==> config.mk <==
export PLATFORM = sky130hd
export DESIGN_NAME = systolic_tile_sequencer
export DESIGN_NICKNAME = d
export VERILOG_FILES = /design/src/rtl/systolic_tile_sequencer_pkg.sv /design/src/rtl/systolic_tile_sequencer_phase_counter.sv /design/src/rtl/systolic_tile_sequencer.sv
export SDC_FILE = /design/constraint.sdc
export NUM_CORES = 1
export LEC_CHECK = 0
export ABC_AREA = 1
export BUFFER_PORTS_ARGS = -buffer_cell sky130_fd_sc_hd__buf_2
export CAP_MARGIN = 40
export CORE_MARGIN = 2
export CORE_UTILIZATION = 54
export CTS_CLUSTER_SIZE = 28
export DETAILED_ROUTE_END_ITERATION = 8
export GPL_TIMING_DRIVEN = 0
export HOLD_SLACK_MARGIN = 0.03
export MAX_ROUTING_LAYER = met4
export PLACE_DENSITY = 0.79
export SLEW_MARGIN = 20
export SYNTH_ARGS = -nofsm -noshare
export SYNTH_HDL_FRONTEND = slang
export SYNTH_HIERARCHICAL = 1
export SYNTH_SLANG_ARGS = --single-unit
==> constraint.sdc <==
create_clock -name clk -period 3 [get_ports clk]
set_input_delay 0.6 -clock clk [delete_from_list [all_inputs] [get_ports clk]]
set_output_delay 0.6 -clock clk [all_outputs]
set_load 0.05 [all_outputs]
==> src/rtl/systolic_tile_sequencer_pkg.sv <==
// Shared types, default geometry and width helpers for the systolic tile sequencer.
package systolic_tile_sequencer_pkg;

  typedef enum logic [2:0] {
    ST_IDLE,
    ST_LOAD,
    ST_COMPUTE,
    ST_DRAIN,
    ST_DONE
  } state_e;

  localparam int unsigned DEF_SYSTOLIC_SIZE = 16;
  localparam int unsigned DEF_BUFFER_SIZE   = 27;

  // Reduction depth plus the fill and flush of the skewed feeders.
  function automatic int unsigned compute_cycles(input int unsigned buffer_size,
                                                 input int unsigned systolic_size);
    return buffer_size + 2 * systolic_size - 2;
  endfunction

  localparam int unsigned DEF_COMPUTE_CYCLES = compute_cycles(DEF_BUFFER_SIZE, DEF_SYSTOLIC_SIZE);

  function automatic int unsigned addr_width(input int unsigned depth);
    return (depth <= 1) ? 1 : $clog2(depth);
  endfunction

endpackage

==> src/rtl/systolic_tile_sequencer_phase_counter.sv <==
// Shared phase counter: clears on load, wraps to zero when enabled at its terminal count.
module tile_phase_counter
  import systolic_tile_sequencer_pkg::*;
#(
  parameter int unsigned WIDTH = 6
) (
  input  logic             clk,
  input  logic             rst,
  input  logic             load,
  input  logic             en,
  input  logic [WIDTH-1:0] term,
  output logic [WIDTH-1:0] count,
  output logic             last
);

  logic [WIDTH-1:0] count_q, count_d;

  assign last  = (count_q == term);
  assign count = count_q;

  always_comb begin
    count_d = count_q;
    if (load) begin
      count_d = '0;
    end else if (en) begin
      count_d = last ? '0 : count_q + 1'b1;
    end
  end

  always_ff @(posedge clk) begin
    if (rst) begin
      count_q <= '0;
    end else begin
      count_q <= count_d;
    end
  end

endmodule

==> src/rtl/systolic_tile_sequencer.sv <==
// Tile sequencer: per tile, load the buffers, run the systolic compute, then drain OFM rows.
module systolic_tile_sequencer
  import systolic_tile_sequencer_pkg::*;
#(
  parameter int unsigned SYSTOLIC_SIZE = DEF_SYSTOLIC_SIZE,
  parameter int unsigned BUFFER_SIZE   = DEF_BUFFER_SIZE,
  parameter int unsigned TILE_WIDTH    = 8
) (
  input  logic                                                        clk,
  input  logic                                                        rst,
  input  logic                                                        start,
  input  logic [TILE_WIDTH-1:0]                                       num_tiles,
  input  logic                                                        ofm_ready,
  output logic                                                        buf_load_en,
  output logic [addr_width(BUFFER_SIZE)-1:0]                          buf_addr,
  output logic                                                        shift_en,
  output logic [addr_width(compute_cycles(BUFFER_SIZE, SYSTOLIC_SIZE))-1:0] feed_idx,
  output logic                                                        ofm_we,
  output logic [TILE_WIDTH+addr_width(SYSTOLIC_SIZE)-1:0]             ofm_addr,
  output logic                                                        busy,
  output logic                                                        done
);

  localparam int unsigned C      = compute_cycles(BUFFER_SIZE, SYSTOLIC_SIZE);
  localparam int unsigned BA_W   = addr_width(BUFFER_SIZE);
  localparam int unsigned FI_W   = addr_width(C);
  localparam int unsigned R_W    = addr_width(SYSTOLIC_SIZE);
  localparam int unsigned OA_W   = TILE_WIDTH + R_W;
  localparam int unsigned MAX1_W = (FI_W > BA_W) ? FI_W : BA_W;
  localparam int unsigned CNT_W  = (MAX1_W > R_W) ? MAX1_W : R_W;

  state_e                state_q, state_d;
  logic [TILE_WIDTH-1:0] tile_q, tile_d;
  logic [TILE_WIDTH-1:0] num_tiles_q, num_tiles_d;
  logic [CNT_W-1:0]      cnt, term;
  logic                  cnt_last, cnt_load, cnt_en, tile_last;

  // One counter serves all three phases; the terminal value follows the state.
  always_comb begin
    case (state_q)
      ST_LOAD:    term = CNT_W'(BUFFER_SIZE - 1);
      ST_COMPUTE: term = CNT_W'(C - 1);
      ST_DRAIN:   term = CNT_W'(SYSTOLIC_SIZE - 1);
      default:    term = '0;
    endcase
  end

  assign cnt_load  = (state_q == ST_IDLE) || (state_q == ST_DONE);
  assign cnt_en    = (state_q == ST_LOAD) || (state_q == ST_COMPUTE) ||
                     ((state_q == ST_DRAIN) && ofm_ready);
  assign tile_last = (tile_q == num_tiles_q - TILE_WIDTH'(1));

  tile_phase_counter #(.WIDTH(CNT_W)) u_phase_cnt (
    .clk   (clk),
    .rst   (rst),
    .load  (cnt_load),
    .en    (cnt_en),
    .term  (term),
    .count (cnt),
    .last  (cnt_last)
  );

  always_comb begin
    state_d     = state_q;
    tile_d      = tile_q;
    num_tiles_d = num_tiles_q;
    case (state_q)
      ST_IDLE: begin
        if (start) begin
          num_tiles_d = num_tiles;
          tile_d      = '0;
          state_d     = (num_tiles == '0) ? ST_DONE : ST_LOAD;
        end
      end
      ST_LOAD:    if (cnt_last) state_d = ST_COMPUTE;
      ST_COMPUTE: if (cnt_last) state_d = ST_DRAIN;
      ST_DRAIN: begin
        if (ofm_ready && cnt_last) begin
          if (tile_last) begin
            state_d = ST_DONE;
          end else begin
            tile_d  = tile_q + 1'b1;
            state_d = ST_LOAD;
          end
        end
      end
      ST_DONE: state_d = ST_IDLE;
      default: state_d = ST_IDLE;
    endcase
  end

  always_ff @(posedge clk) begin
    if (rst) begin
      state_q     <= ST_IDLE;
      tile_q      <= '0;
      num_tiles_q <= '0;
    end else begin
      state_q     <= state_d;
      tile_q      <= tile_d;
      num_tiles_q <= num_tiles_d;
    end
  end

  always_comb begin
    busy        = (state_q != ST_IDLE);
    done        = (state_q == ST_DONE);
    buf_load_en = (state_q == ST_LOAD);
    shift_en    = (state_q == ST_COMPUTE);
    ofm_we      = (state_q == ST_DRAIN) && ofm_ready;
    buf_addr    = buf_load_en ? cnt[BA_W-1:0] : '0;
    feed_idx    = shift_en ? cnt[FI_W-1:0] : '0;
    ofm_addr    = '0;
    if (state_q == ST_DRAIN) begin
      ofm_addr = OA_W'(tile_q) * OA_W'(SYSTOLIC_SIZE) + OA_W'(cnt[R_W-1:0]);
    end
  end

endmodule
Word-level counts from Yosys, hierarchy flattened
Cells that the tools add are included.
Widths: inputs -> output; s select.
{"block": "word_totals", "output_inout_bits": 28, "reg_bits": 25, "wordCells": 48}
{"block": "op_classes", "n_eq_ne": 11, "n_reduce_logical": 13, "mux": 16, "addsub": 4}
{"operator": "$mux 8", "n": 3}
{"operator": "$mux 3", "n": 6}
{"operator": "$pmux 6 s3", "n": 1}
{"operator": "$pmux 8 s2", "n": 1}
{"operator": "$add 12x4->12", "n": 1}
{"operator": "$mux 12", "n": 1}
{"operator": "$mux 6", "n": 2}
{"operator": "$pmux 3 s4", "n": 1}
{"operator": "$add 8x1->8 const B", "n": 1}
{"operator": "$eq 8x8->1", "n": 1}
{"operator": "$logic_not 8->1", "n": 1}
{"operator": "$reduce_and 4->1", "n": 2}
{"operator": "$sub 8x1->8 const B", "n": 1}
{"operator": "$add 6x1->6 const B", "n": 1}
{"operator": "$eq 3x2->1 const B", "n": 2}
{"operator": "$eq 6x6->1", "n": 1}
{"operator": "$ne 2x2->1 const B", "n": 3}
{"operator": "$mux 5", "n": 1}
{"operator": "$ne 2x1->1 const B", "n": 2}
{"operator": "$eq 3x1->1 const B", "n": 1}
{"operator": "$eq 3x3->1 const B", "n": 1}
{"operator": "$logic_not 3->1", "n": 1}
{"operator": "$logic_or 1x1->1", "n": 3}
{"operator": "$reduce_bool 3->1", "n": 1}
{"operator": "other kinds (4)", "n": 5}

Depth between registers and ports, before layout
Gate-level depths: netlist (run 1).
{"block": "logic_depth", "depth_word": 6, "depth_mapped": 19, "mapped_depth_nobuf": 18}

Cells and area by module
Netlist (run 1), hierarchy kept.
{"mod": "systolic_tile_sequencer", "n_inst": 1, "cells_per_inst": 240, "area_each_um2": 1430.1}
{"mod": "tile_phase_counter", "n_inst": 1, "cells_per_inst": 61, "area_each_um2": 394.1}

Worst setup path after synthesis (run 1)
OpenSTA, ideal clock, no wires.
{"block": "synth_timing", "kind": "register to output", "startpoint": "register state_q[1]", "endpoint": "output feed_idx[0]", "n_path_buf": 0, "slack_ns": -0.354, "t_arrival_ns": 2.754, "t_required_ns": 2.400, "path_stages_with_launch": 5, "cell_sequence": "dfxtp_1 inv_1 nor3_1 inv_1 nor2_1"}
{"block": "synth_between", "elab_chain_len": 2}
{"element": "from (decl)", "line": "systolic_tile_sequencer.sv:32", "source": "state_e state_q, state_d;"}
{"element": "from (signal assigned)", "line": "systolic_tile_sequencer.sv:98", "source": "state_q <= state_d;"}
{"element": "$eq 3x2->1", "line": "systolic_tile_sequencer.sv:108", "source": "shift_en = (state_q == ST_COMPUTE);"}
{"element": "named net shift_en", "line": "systolic_tile_sequencer.sv:16", "source": "output logic shift_en,"}
{"element": "$mux 6", "line": "systolic_tile_sequencer.sv:111", "source": "feed_idx = shift_en ? cnt[FI_W-1:0] : '0;"}
{"element": "to (decl)", "line": "systolic_tile_sequencer.sv:17", "source": "output logic [addr_width(compute_cycles(BUFFER_SIZE, SYSTOLIC_SIZE))-1:0] feed_idx,"}
The timed path passes the listed nets, and every way through them passes these cells.

Worst setup path after layout (run 1)
{"block": "layout_timing", "startpoint": "register state_q[0]", "endpoint": "output ofm_addr[11]"}
{"block": "layout_between", "elab_chain_len": 2}
{"element": "$eq 3x2->1", "line": "systolic_tile_sequencer.sv:113", "source": "if (state_q == ST_DRAIN) begin"}
{"element": "$mux 12", "line": "systolic_tile_sequencer.sv:113"}
{"element": "to (decl)", "line": "systolic_tile_sequencer.sv:19", "source": "output logic [TILE_WIDTH+addr_width(SYSTOLIC_SIZE)-1:0] ofm_addr,"}
Every way passes these cells.

==> out/metrics.csv, run 1 <==
stage;metric;value;unit
die;die_y;62.1;um
clock_network;cts.reportedPaths.clkPinSlew;0.15;ns
global_route;grt_max_degree;14;
timing;tns;0;ns
global_route;grt_antenna_before_repair;0;
synth;syn-num-nets;316;
clock_network;cts_buffer_depth;2;
clock_network;numCtsBuffers;3;
timing;relSlewSlack;48.4;%
drt;via_count;1894;
setup_path;critPathKind;flop to output port;
setup_path;cp_data_required_time;2.40;ns
drt;firstDrtPassIters;4;
timing;fmax;385;MHz
setup_path;crit_fanout;19;
run;maxCapViolations;0;
setup_path;end_kind;output port;
die;die-area;0.00386;mm2
global_route;grt_pass1_wl;7450;um
place;gp_congestion;0.866;
die;ios;40;
die;core;0.00328;mm2
clock_network;cts_tree;yes;
place;hpwl;3310;um
timing;maxSlewViolCount;0;
place;port_buffers;39;
timing;fin_skew;0.00936;ns
clock_network;htreeDepth;1;
cells_and_area;final_cells;389;
drt;vias_per_cell;4.87;
global_route;grtUsageTotal;23.9;%
global_route;grt_pass1_vias;1803;
power;vdd_drop_max;0.000471;V
cells_and_area;nets;359;
setup_path;start_kind;flop;
drt;postRouteAntennaNets;0;
place;pre_cts_slack;0.411;ns
timing;rsz0062_at_grt;no;
synth;ys_seq_area_share;27.4;%
clock_network;hold_buffers;0;
global_route;grt_overflow_total;0;
power;leakage;0.991;nW
drt;first_iter_violations;63;
worst_hold_path;hp-class;primary input to flop;
place;dpl.cell_count;386;
timing;setup_slack;0.402;ns
cells_and_area;drive_gt1_share;18.7;%
timing;hold_violations;0;
clock_network;cts.sinks;25;
timing;worst_pin_slew;0.766;ns
synth;synthesis.area;0.00182;mm2
timing;min_period;2.60;ns
clock_network;clock_latency;0.34;ns
synth;synth_cell_type_count;36;
drt;drt-total-wl;4150;um
drt;routedWlPerCell;10.7;um
synth;ys_ff_latch;25;
die;initial_core_util;55.5;%
run_status;status;complete, no violations;
timing;fin_crit_sh;86.6;%
synth;synth_cells;301;
setup_path;cp.arrival;2.00;ns
synth;yosysWarningCount;6;
die;placementRows;21;
cells_and_area;diodes;0;
drt;route.detailed.drc;0;
synth;syn_area_per_cell;6.06;um2
timing;setup_violations;0;
cells_and_area;syn2layout_area_growth;15.7;%
power;power_density;699;mW/mm2
clock_network;root_buffer;clkbuf_4;
die;die_w;62.1;um
[synthesized netlist by cell type, drive strengths merged]
cell type,instances,area [um2]
a21o,1,7.51
a211oi,2,15.0
nand3b,1,7.51
mux2i,1,10.0
nand2,77,318
nand3,24,120
xor2,8,70.1
nor3b,2,15.0
dfxtp,25,500
nor4,2,12.5
o21ai,11,58.8
clkbuf,1,3.75
ha,3,37.5
nand4,3,18.8
inv,49,186
xnor2,3,26.3
nor2,61,246
buf,3,20.0
and2,1,6.26
a21oi,18,97.6
dlygate4sd1,1,8.76
or2,1,6.26
nor3,3,31.3
[logic make-up after synthesis]
kind of cell               after synthesis  synth area share [%]
AOI/OAI and AO/OA                       32                  9.81
xor gates and xnor gates                11                  5.28
adders and majority gates                3                  2.06
buffers and inverters                   54                  12.0
DFF                                     25                  27.4
muxes                                    1                 0.549
and+or+nand+nor                        175                  42.9
[cell type report]
type                            count  area (um2)
Timing Repair Buffer               39         195
Fill cell                         325        1170
Clock buffer                        4        26.3
Sequential cell                    25         500
Inverter                           49         186
Multi-Input combinational cell    222        1120
Buffer                              4        28.8
Tap cell                           46        57.6
[power by group]
| part | internal [mW] | leakage (nW) | total [mW] | switching, mW |
|---|---|---|---|---|
| combinational | 0.280 | 0.772 | 0.879 | 0.599 |
| sequential | 0.382 | 0.204 | 0.436 | 0.0541 |
| clock | 0.0523 | 0.0150 | 0.161 | 0.109 |
[routing by layer]
metal | GRT usage [%] | routed length (um)
met4 | 8.33 | 78
met3 | 2.36 | 115
met1 | 26.1 | 1840
met2 | 45.0 | 2120
met5 | - | 0
[layout by cell type (no fill, tap or decap)]
master and count:
nor2_2 1, nand2_8 1, a21oi_2 2, or2_1 1, nand3_1 24, a211oi_1 2
xor2_1 8, inv_1 42, xnor2_1 3, ha_1 3, o21ai_0 10, nor3_2 1
nor4_1 2, mux2i_1 1, a21o_1 1, dlygate4sd1_1 1, clkbuf_4 3, nand4_1 3
dfxtp_1 25, nand3b_1 1, nor3_4 2, a21oi_1 16, and2_1 1, nor3b_1 2
buf_6 1, nor2_4 2, inv_2 6, buf_2 40, nor2_1 58, clkbuf_1 2
nand2_2 2, nand2_4 1, nand2_1 73, o21ai_2 1, inv_4 1
[per-stage QoR]
stage	hold WS, ns	total power, mW	instance area, um2	util [%]
3_5_place_dp	0.496	1.32	2080	63.4
6_report	0.473	1.48	2110	64.3
5_1_grt	0.468	1.64	2110	64.3
2_1_floorplan	0.466	1.15	1830	-
3_3_place_gp	0.490	1.31	2080	63.4
4_1_cts	0.474	1.48	2110	64.2
[worst max-delay path, cell delays in order (launching register included)]
cell     delay (ns)
dfxtp_1        0.45
inv_1          0.12
nor3_4         0.30
inv_1          0.12
buf_2          0.25
nor2_1         0.15
buf_2          0.28
[timing repair]
item / in CTS / in global routing
endpoints found under the setup margin: 0 / 10
buffers inserted: 0 / 0
resized for setup: 0 / 1
[final timing paths]
path / cells after the start / endpoint / slack [ns] / start
worst min-delay path: 2 / tile_q[3] / 0.47 / rst
worst max-delay path: 6 / ofm_addr[11] / 0.40 / state_q[0]
worst max register to register: 10 / u_phase_cnt/count[4] / 0.41 / state_q[0]
worst min register to register: 2 / num_tiles_q[6] / 0.51 / num_tiles_q[6]
[flip-flops by register name (all words and copies together) (netlist names)]
register	count
num_tiles_q	8
state_q	3
u_phase_cnt/count	6
tile_q	8
(Power assumes the default switching activity.)
==> inputs of run 2 (changes only) <==
Settings changed: ABC_AREA 1 to not set, PLACE_DENSITY 0.79 to 0.8.
==> run 2 against run 1 <==
Effect of this change: sequential power is 3% lower; maximum frequency is 8.5% lower; first-iteration DRC count is 95% higher; utilization is 6.0 points higher; cell area is 3.3% higher; die area is 1.6% lower; clock skew is 0.0074 ns lower; worst setup slack worse by 0.24 ns; highest routed layer unchanged.
==> out/metrics.csv, run 2 <==
stage;metric;value;unit;change
cells_and_area;final_area;0.00218;mm2;+3.3%
place;pre_cts_slack;-0.466;ns;-0.876 ns
global_route;grt_pass1_wl;6780;um;-9.0%
power;p_comb_share;57.8;%;-1.7 points
timing;fin_skew;0.00195;ns;-0.00741 ns
drt;firstDrtPassIters;4;;unchanged
drt;vias_per_cell;5.54;;+14%
clock_network;clock_latency;0.31;ns;-0.03 ns
timing;fin_crit_sh;94.6;%;+8.0 points
synth;syn-num-nets;237;;-25%
place;dpl.cell_count;305;;-21%
worst_hold_path;hold_path_end;state_q[0];;
die;core;0.00310;mm2;-5.5%
setup_path;critPathKind;flop to flop;;
die;die_y;61.6;um;-0.80%
clock_network;root_buffer;clkbuf_4;;
timing;rsz0062_at_grt;no;;
synth;syn_area_per_cell;8.08;um2;+33%
die;placementRows;20;;-4.8%
setup_path;r2r_cells;12;;+2
drt;route.detailed.drc;0;;unchanged
cells_and_area;post-route-util;70.3;%;+6.0 points
cells_and_area;syn2layout_area_growth;21.6;%;
global_route;grt_pass1_vias;1515;;-16%
setup_path;cp.arrival;3.09;ns;+1.09 ns
setup_path;rr_startpoint;state_q[0];;
synth;yosysWarningCount;6;;unchanged
cells_and_area;drive_gt1_share;31.5;%;+13 points
synth;synth_cells;222;;-26%
place;port_buffers;39;;unchanged
power;p_switching;0.592;mW;-22%
power;clkPwrFrac;11.1;%;+0.2 points
place;gp_congestion;0.867;;about the same
power;power_density;625;mW/mm2;-11%
drt;via_count;1755;;-7.3%
clock_network;hold_buffers;0;;unchanged
synth;async_flop_share;0;%;unchanged
timing;hold_violations;0;;unchanged
drt;dr.max_layer_used;met4;;
cells_and_area;fillers;295;;-9.2%
timing;relSlewSlack;68.2;%;+20 points
drt;drt-total-wl;4230;um;+1.8%
synth;synth_ff_type;dfxtp_1;;
cells_and_area;diodes;0;;unchanged
power;vdd_drop_max;0.000582;V;+24%
power;p_int;0.771;mW;+8.1%
power;p_seq_share;31.0;%;+1.5 points
timing;fmax;352;MHz;-8.5%
global_route;grt_overflow_total;0;;unchanged
die;ios;40;;unchanged
clock_network;cts.sinks;25;;unchanged
synth;synth_commonest_cells;nand2_1, and2_1, dfxtp_1;;
synth;synth_area_leaders;dfxtp_1, and2_1, nand2_1, xnor2_1, a21oi_1;;
clock_network;cts.reportedPaths.clkPinSlew;0.14;ns;about the same
drt;postRouteAntennaNets;0;;unchanged
clock_network;cts_buffer_depth;2;;unchanged
worst_hold_path;hp-class;primary input to flop;;
setup_path;cp_data_required_time;3.25;ns;+0.85 ns
die;die-area;0.00380;mm2;-1.6%
power;leakage;0.913;nW;-7.9%
synth;synthesis.area;0.00179;mm2;-1.7%
timing;setup_violations;0;;unchanged
clock_network;numCtsBuffers;3;;unchanged
setup_path;start_kind;flop;;
worst_hold_path;min_from;rst;;
drt;dr_wl_met2;2050;um;-3.3%
clock_network;cts_tree;yes;;
worst_hold_path;hold_depth;2;;unchanged
die;die_w;61.6;um;-0.80%
timing;maxSlewViolCount;0;;unchanged
timing;worst_pin_slew;0.474;ns;-0.292 ns
cells_and_area;layout_commonest_cell;buf_2;;
place;placed_cell_area;0.00208;mm2;-0.30%
power;p_sw_share;43.4;%;-8.2 points
synth;synthDominantCellAreaShare;27.9;%;+0.48 points
global_route;grt_max_degree;14;;unchanged
setup_path;r2r-end;tile_q[7];;
timing;min_period;2.84;ns;+0.240 ns
drt;wl_met1;1970;um;+7.2%
setup_path;crit_fanout;10;;-9
global_route;grt_antenna_before_repair;0;;unchanged
synth;ys_seq_area_share;27.9;%;+0.48 points
run_status;status;complete, no violations;;
cells_and_area;layout_common_cells;buf_2, nand2_1, and2_1, dfxtp_1, a21oi_1;;
synth;synth_cell_type_count;50;;+39%
synth;synth-edff-count;0;;unchanged
drt;routedWlPerCell;13.3;um;+25%
global_route;grtUsageTotal;24.3;%;+0.39 points
cells_and_area;nets;289;;-19%
clock_network;htreeDepth;1;;unchanged
synth;ys_ff_latch;25;;unchanged
die;initial_core_util;57.8;%;+2.2 points
synth;synth.most_common_cell;nand2_1;;
setup_path;end_kind;flop;;
synth;yosysTopAreaCell;dfxtp_1;;
timing;setup_slack;0.162;ns;-0.240 ns
setup_path;reg2reg_slack;0.16;ns;-0.25 ns
cells_and_area;final_cells;317;;-19%
place;hpwl;3140;um;-5.1%
drt;first_iter_violations;123;;+95%
timing;tns;0;ns;unchanged
drt;wl_met3;179;um;+56%
run;maxCapViolations;0;;unchanged
-- run 2: stage by stage --
step | total power [mW] | hold slack [ns]
final | 1.36 | 0.494
after CTS | 1.31 | 0.486
after floorplan | 1.02 | 0.449
after global placement | 1.13 | 0.466
after global routing | 1.46 | 0.486
after detailed placement | 1.14 | 0.474
-- run 2: logic make-up after synthesis --
logic type               count (synthesis)  share of synthesized area, %
AO/OA/AOI/OAI                           42                          15.6
XOR/XNOR                                19                          11.1
adder cells (fa/ha/maj)                  3                          2.09
buffers and inverters                   17                          6.56
flip-flops                              25                          27.9
multiplexers                             1                         0.558
AND/OR/NAND/NOR                        115                          36.2
-- run 2: what timing repair did --
item	in CTS	in global routing
hold endpoints to repair	0	0
gates resized for setup	6	2
pin swaps	1	3
endpoints found under the setup margin	8	5
buffers inserted	1	7
-- run 2: area by class of cell --
cell class | count | area, um2 | area share, %
repair buffers | 47 | 255 | 11.7
plain buffers | 11 | 103 | 4.70
flip-flops and latches | 25 | 505 | 23.2
multi-input cells | 180 | 1210 | 55.7
well taps | 44 | 55.1 | 2.52
clock buffers | 4 | 26.3 | 1.20
inverters | 6 | 22.5 | 1.03
-- run 2: critical path, stage by stage (launching register included) --
cell	delay, ns
dfxtp_1	0.33
clkbuf_4	0.18
inv_2	0.09
nor3_4	0.20
buf_6	0.14
xnor2_1	0.12
nand4_2	0.15
nor2_2	0.13
nand2_1	0.11
or3_2	0.47
buf_2	0.19
or4_1	0.49
a21oi_1	0.17
-- run 2: worst max-delay path by stage --
stage | slack [ns] | cells after the start | end | startpoint
final | 0.16 | 12 | tile_q[7] | state_q[0]
after global routing | 0.008 | 12 | tile_q[5] | state_q[0]
after CTS | 0.03 | 12 | tile_q[7] | state_q[0]
after detailed placement | -0.47 | 11 | tile_q[7] | state_q[2]
after global placement | -0.40 | 11 | tile_q[7] | state_q[2]
after floorplan | 0.03 | 11 | tile_q[5] | state_q[1]
-- run 2: power groups by stage --
stage                     Combinational [mW]  Clock [mW]  Sequential [mW]
final                                  0.789       0.152            0.423
after global routing                   0.865       0.171            0.428
after CTS                              0.733       0.157            0.421
after detailed placement               0.713           0            0.429
after global placement                 0.702           0            0.428
after floorplan                        0.601           0            0.417
-- run 2: routing by layer --
metal / track usage (%) / vias to the layer above
li1: - / 892
met4: 6.08 / 0
met2: 37.6 / 51
met3: 2.94 / 4
met5: - / -
met1: 33.6 / 808
==> inputs of run 3 (changes only) <==
Settings changed: ABC_AREA set to 1, BUFFER_PORTS_ARGS -buffer_cell sky130_fd_sc_hd__buf_2 to -buffer_cell sky130_fd_sc_hd__buf_4, CTS_BUF_LIST set to sky130_fd_sc_hd__clkbuf_16, PLACE_DENSITY 0.8 to 0.79.
==> run 3 against run 2 <==
Effect of this change: cell area increased by 3.8%; critical path depth decreased by 5; first-iteration DRC count decreased by 51%; critical path type is now flop to output port; largest cell class unchanged; highest routed layer unchanged.
==> out/metrics.csv, run 3 (synthesis results as in run 1) <==
stage;metric;value;unit;change
run_status;status;complete, no violations;;
timing;fin_crit_sh;91.5;%;-3.1 points
drt;routedWlPerCell;11.4;um;-15%
timing;setup_violations;0;;unchanged
drt;route.detailed.drc;0;;unchanged
run;maxCapViolations;0;;unchanged
timing;relSlewSlack;52.2;%;-16 points
clock_network;clock_latency;0.26;ns;-0.05 ns
setup_path;cp.arrival;2.14;ns;-0.95 ns
clock_network;cts.reportedPaths.clkPinSlew;0.06;ns;-0.08 ns
die;placementRows;21;;+5.0%
cells_and_area;regArea;500;um2;-0.99%
global_route;grtUsageTotal;24.6;%;+0.35 points
place;gp_congestion;0.877;;+1.2%
setup_path;crit_end;ofm_addr[9];;
clock_network;numCtsBuffers;3;;unchanged
drt;drt-total-wl;4430;um;+4.8%
clock_network;htreeDepth;1;;unchanged
timing;hold_violations;0;;unchanged
setup_path;rr_startpoint;state_q[0];;
power;vdd_drop_max;0.000515;V;-12%
cells_and_area;fillers;320;;+8.5%
global_route;grt_pass1_vias;1738;;+15%
setup_path;crit_fanout;10;;unchanged
cells_and_area;nets;360;;+25%
die;ios;40;;unchanged
timing;fmax;364;MHz;+3.4%
timing;min_period;2.74;ns;-0.0939 ns
cells_and_area;layout_commonest_cell;nand2_1;;
cells_and_area;diodes;0;;unchanged
timing;tns;0;ns;unchanged
die;initial_core_util;55.5;%;-2.2 points
setup_path;critPathKind;flop to output port;;
place;hpwl;3400;um;+8.3%
die;die-area;0.00386;mm2;+1.6%
power;p_total;1.64;mW;+20%
global_route;grt_antenna_before_repair;0;;unchanged
power;power_density;724;mW/mm2;+16%
setup_path;cp_data_required_time;2.40;ns;-0.85 ns
cells_and_area;drive_gt1_share;18.6;%;-13 points
cells_and_area;post-route-util;69.0;%;-1.3 points
timing;fin_skew;0.00323;ns;+0.00128 ns
global_route;grt_max_degree;14;;unchanged
die;core;0.00328;mm2;+5.8%
clock_network;root_buffer;clkbuf_16;;
global_route;grt_pass1_wl;7530;um;+11%
cells_and_area;multi_input_area;0.00112;mm2;-8.0%
setup_path;worstSetupStartpoint;state_q[0];;
timing;worst_pin_slew;0.710;ns;+0.236 ns
power;leakage;1.03;nW;+12%
drt;first_iter_violations;60;;-51%
cells_and_area;syn2layout_area_growth;24.1;%;
timing;maxSlewViolCount;0;;unchanged
worst_hold_path;hp-class;flop to flop;;
clock_network;cts_buffer_depth;2;;unchanged
timing;rsz0062_at_grt;no;;
die;die_y;62.1;um;+0.81%
global_route;grt_overflow_total;0;;unchanged
timing;holdWs;0.507;ns;+0.0126 ns
clock_network;cts.sinks;25;;unchanged
setup_path;reg2reg_slack;0.50;ns;+0.34 ns
place;port_buffers;39;;unchanged
die;die_w;62.1;um;+0.81%
drt;vias_per_cell;4.91;;-11%
drt;firstDrtPassIters;4;;unchanged
clock_network;cts_setup_buffers;0;;-1
setup_path;start_kind;flop;;
cells_and_area;layout_common_cells;nand2_1, nor2_1, inv_1, buf_4, dfxtp_1;;
setup_path;end_kind;output port;;
drt;via_count;1916;;+9.2%
clock_network;cts_tree;yes;;
drt;postRouteAntennaNets;0;;unchanged
setup_path;r2r_cells;10;;-2
setup_path;r2r-end;u_phase_cnt/count[4];;
==> run 3: cell count changes in the layout (fill, tap and decap cells not counted), sizes merged, moves of 8 or more <==
| cell | delta |
|---|---|
| nand2 | +51 |
| nor2 | +46 |
| inv | +44 |
| and2 | -26 |
| xnor2 | -9 |
| buf | -11 |
| nand3 | +19 |
| or3 | -8 |
==> run 3: worst min-delay path by stage <==
| stage | start | to | slack (ns) | cells after the start |
|---|---|---|---|---|
| after global routing | num_tiles_q[5] | num_tiles_q[5] | 0.53 | 2 |
| after detailed placement | tile_q[3] | tile_q[3] | 0.50 | 2 |
| after CTS | num_tiles_q[6] | num_tiles_q[6] | 0.51 | 2 |
| after global placement | num_tiles_q[6] | num_tiles_q[6] | 0.49 | 2 |
| after floorplan | num_tiles_q[6] | num_tiles_q[6] | 0.47 | 2 |
| final | num_tiles_q[1] | num_tiles_q[1] | 0.51 | 2 |
==> run 3: repair_timing <==
item,4_1_cts,5_1_grt
resized for setup,0,1
hold buffers,0,0
setup endpoints to repair,0,2
==> run 3: through the flow <==
step / area, um2 / setup WS (ns) / cells
after floorplan: 1830 / 0.261 / 301
after global placement: 2180 / 0.469 / 386
after detailed placement: 2180 / 0.460 / 386
after CTS: 2260 / 0.194 / 390
after global routing: 2260 / 0.101 / 390
final: 2260 / 0.256 / 390
==> run 3: metal layers <==
metal	GRT usage (%)	vias to the layer above	wire length (um)
met4	8.06	0	53
li1	-	1022	-
met1	27.5	862	1980
met3	2.72	5	114
met5	-	-	0
met2	45.7	27	2290
==> run 3: worst max-delay path, cell delays in order (launching register included) <==
cell	delay [ns]
dfxtp_1	0.43
inv_1	0.12
nor3_4	0.33
inv_1	0.12
buf_2	0.21
buf_1	0.28
nor2_1	0.17
buf_4	0.21
==> run 3: cell type report <==
| class | instances | share of cell area (%) |
|---|---|---|
| multi-input cells | 222 | 49.3 |
| flip-flops and latches | 25 | 22.1 |
| repair buffers | 39 | 12.9 |
| inverters | 49 | 8.23 |
| clock buffers | 3 | 3.31 |
| well taps | 46 | 2.54 |
| plain buffers | 5 | 1.44 |
| clock inverters | 1 | 0.166 |
==> run 3: power by group <==
part	leakage, nW	internal, mW	switching [mW]	total (mW)
sequential	0.204	0.382	0.0539	0.436
combinational	0.780	0.298	0.612	0.909
clock	0.0423	0.178	0.116	0.294
total	1.03	0.858	0.782	1.64
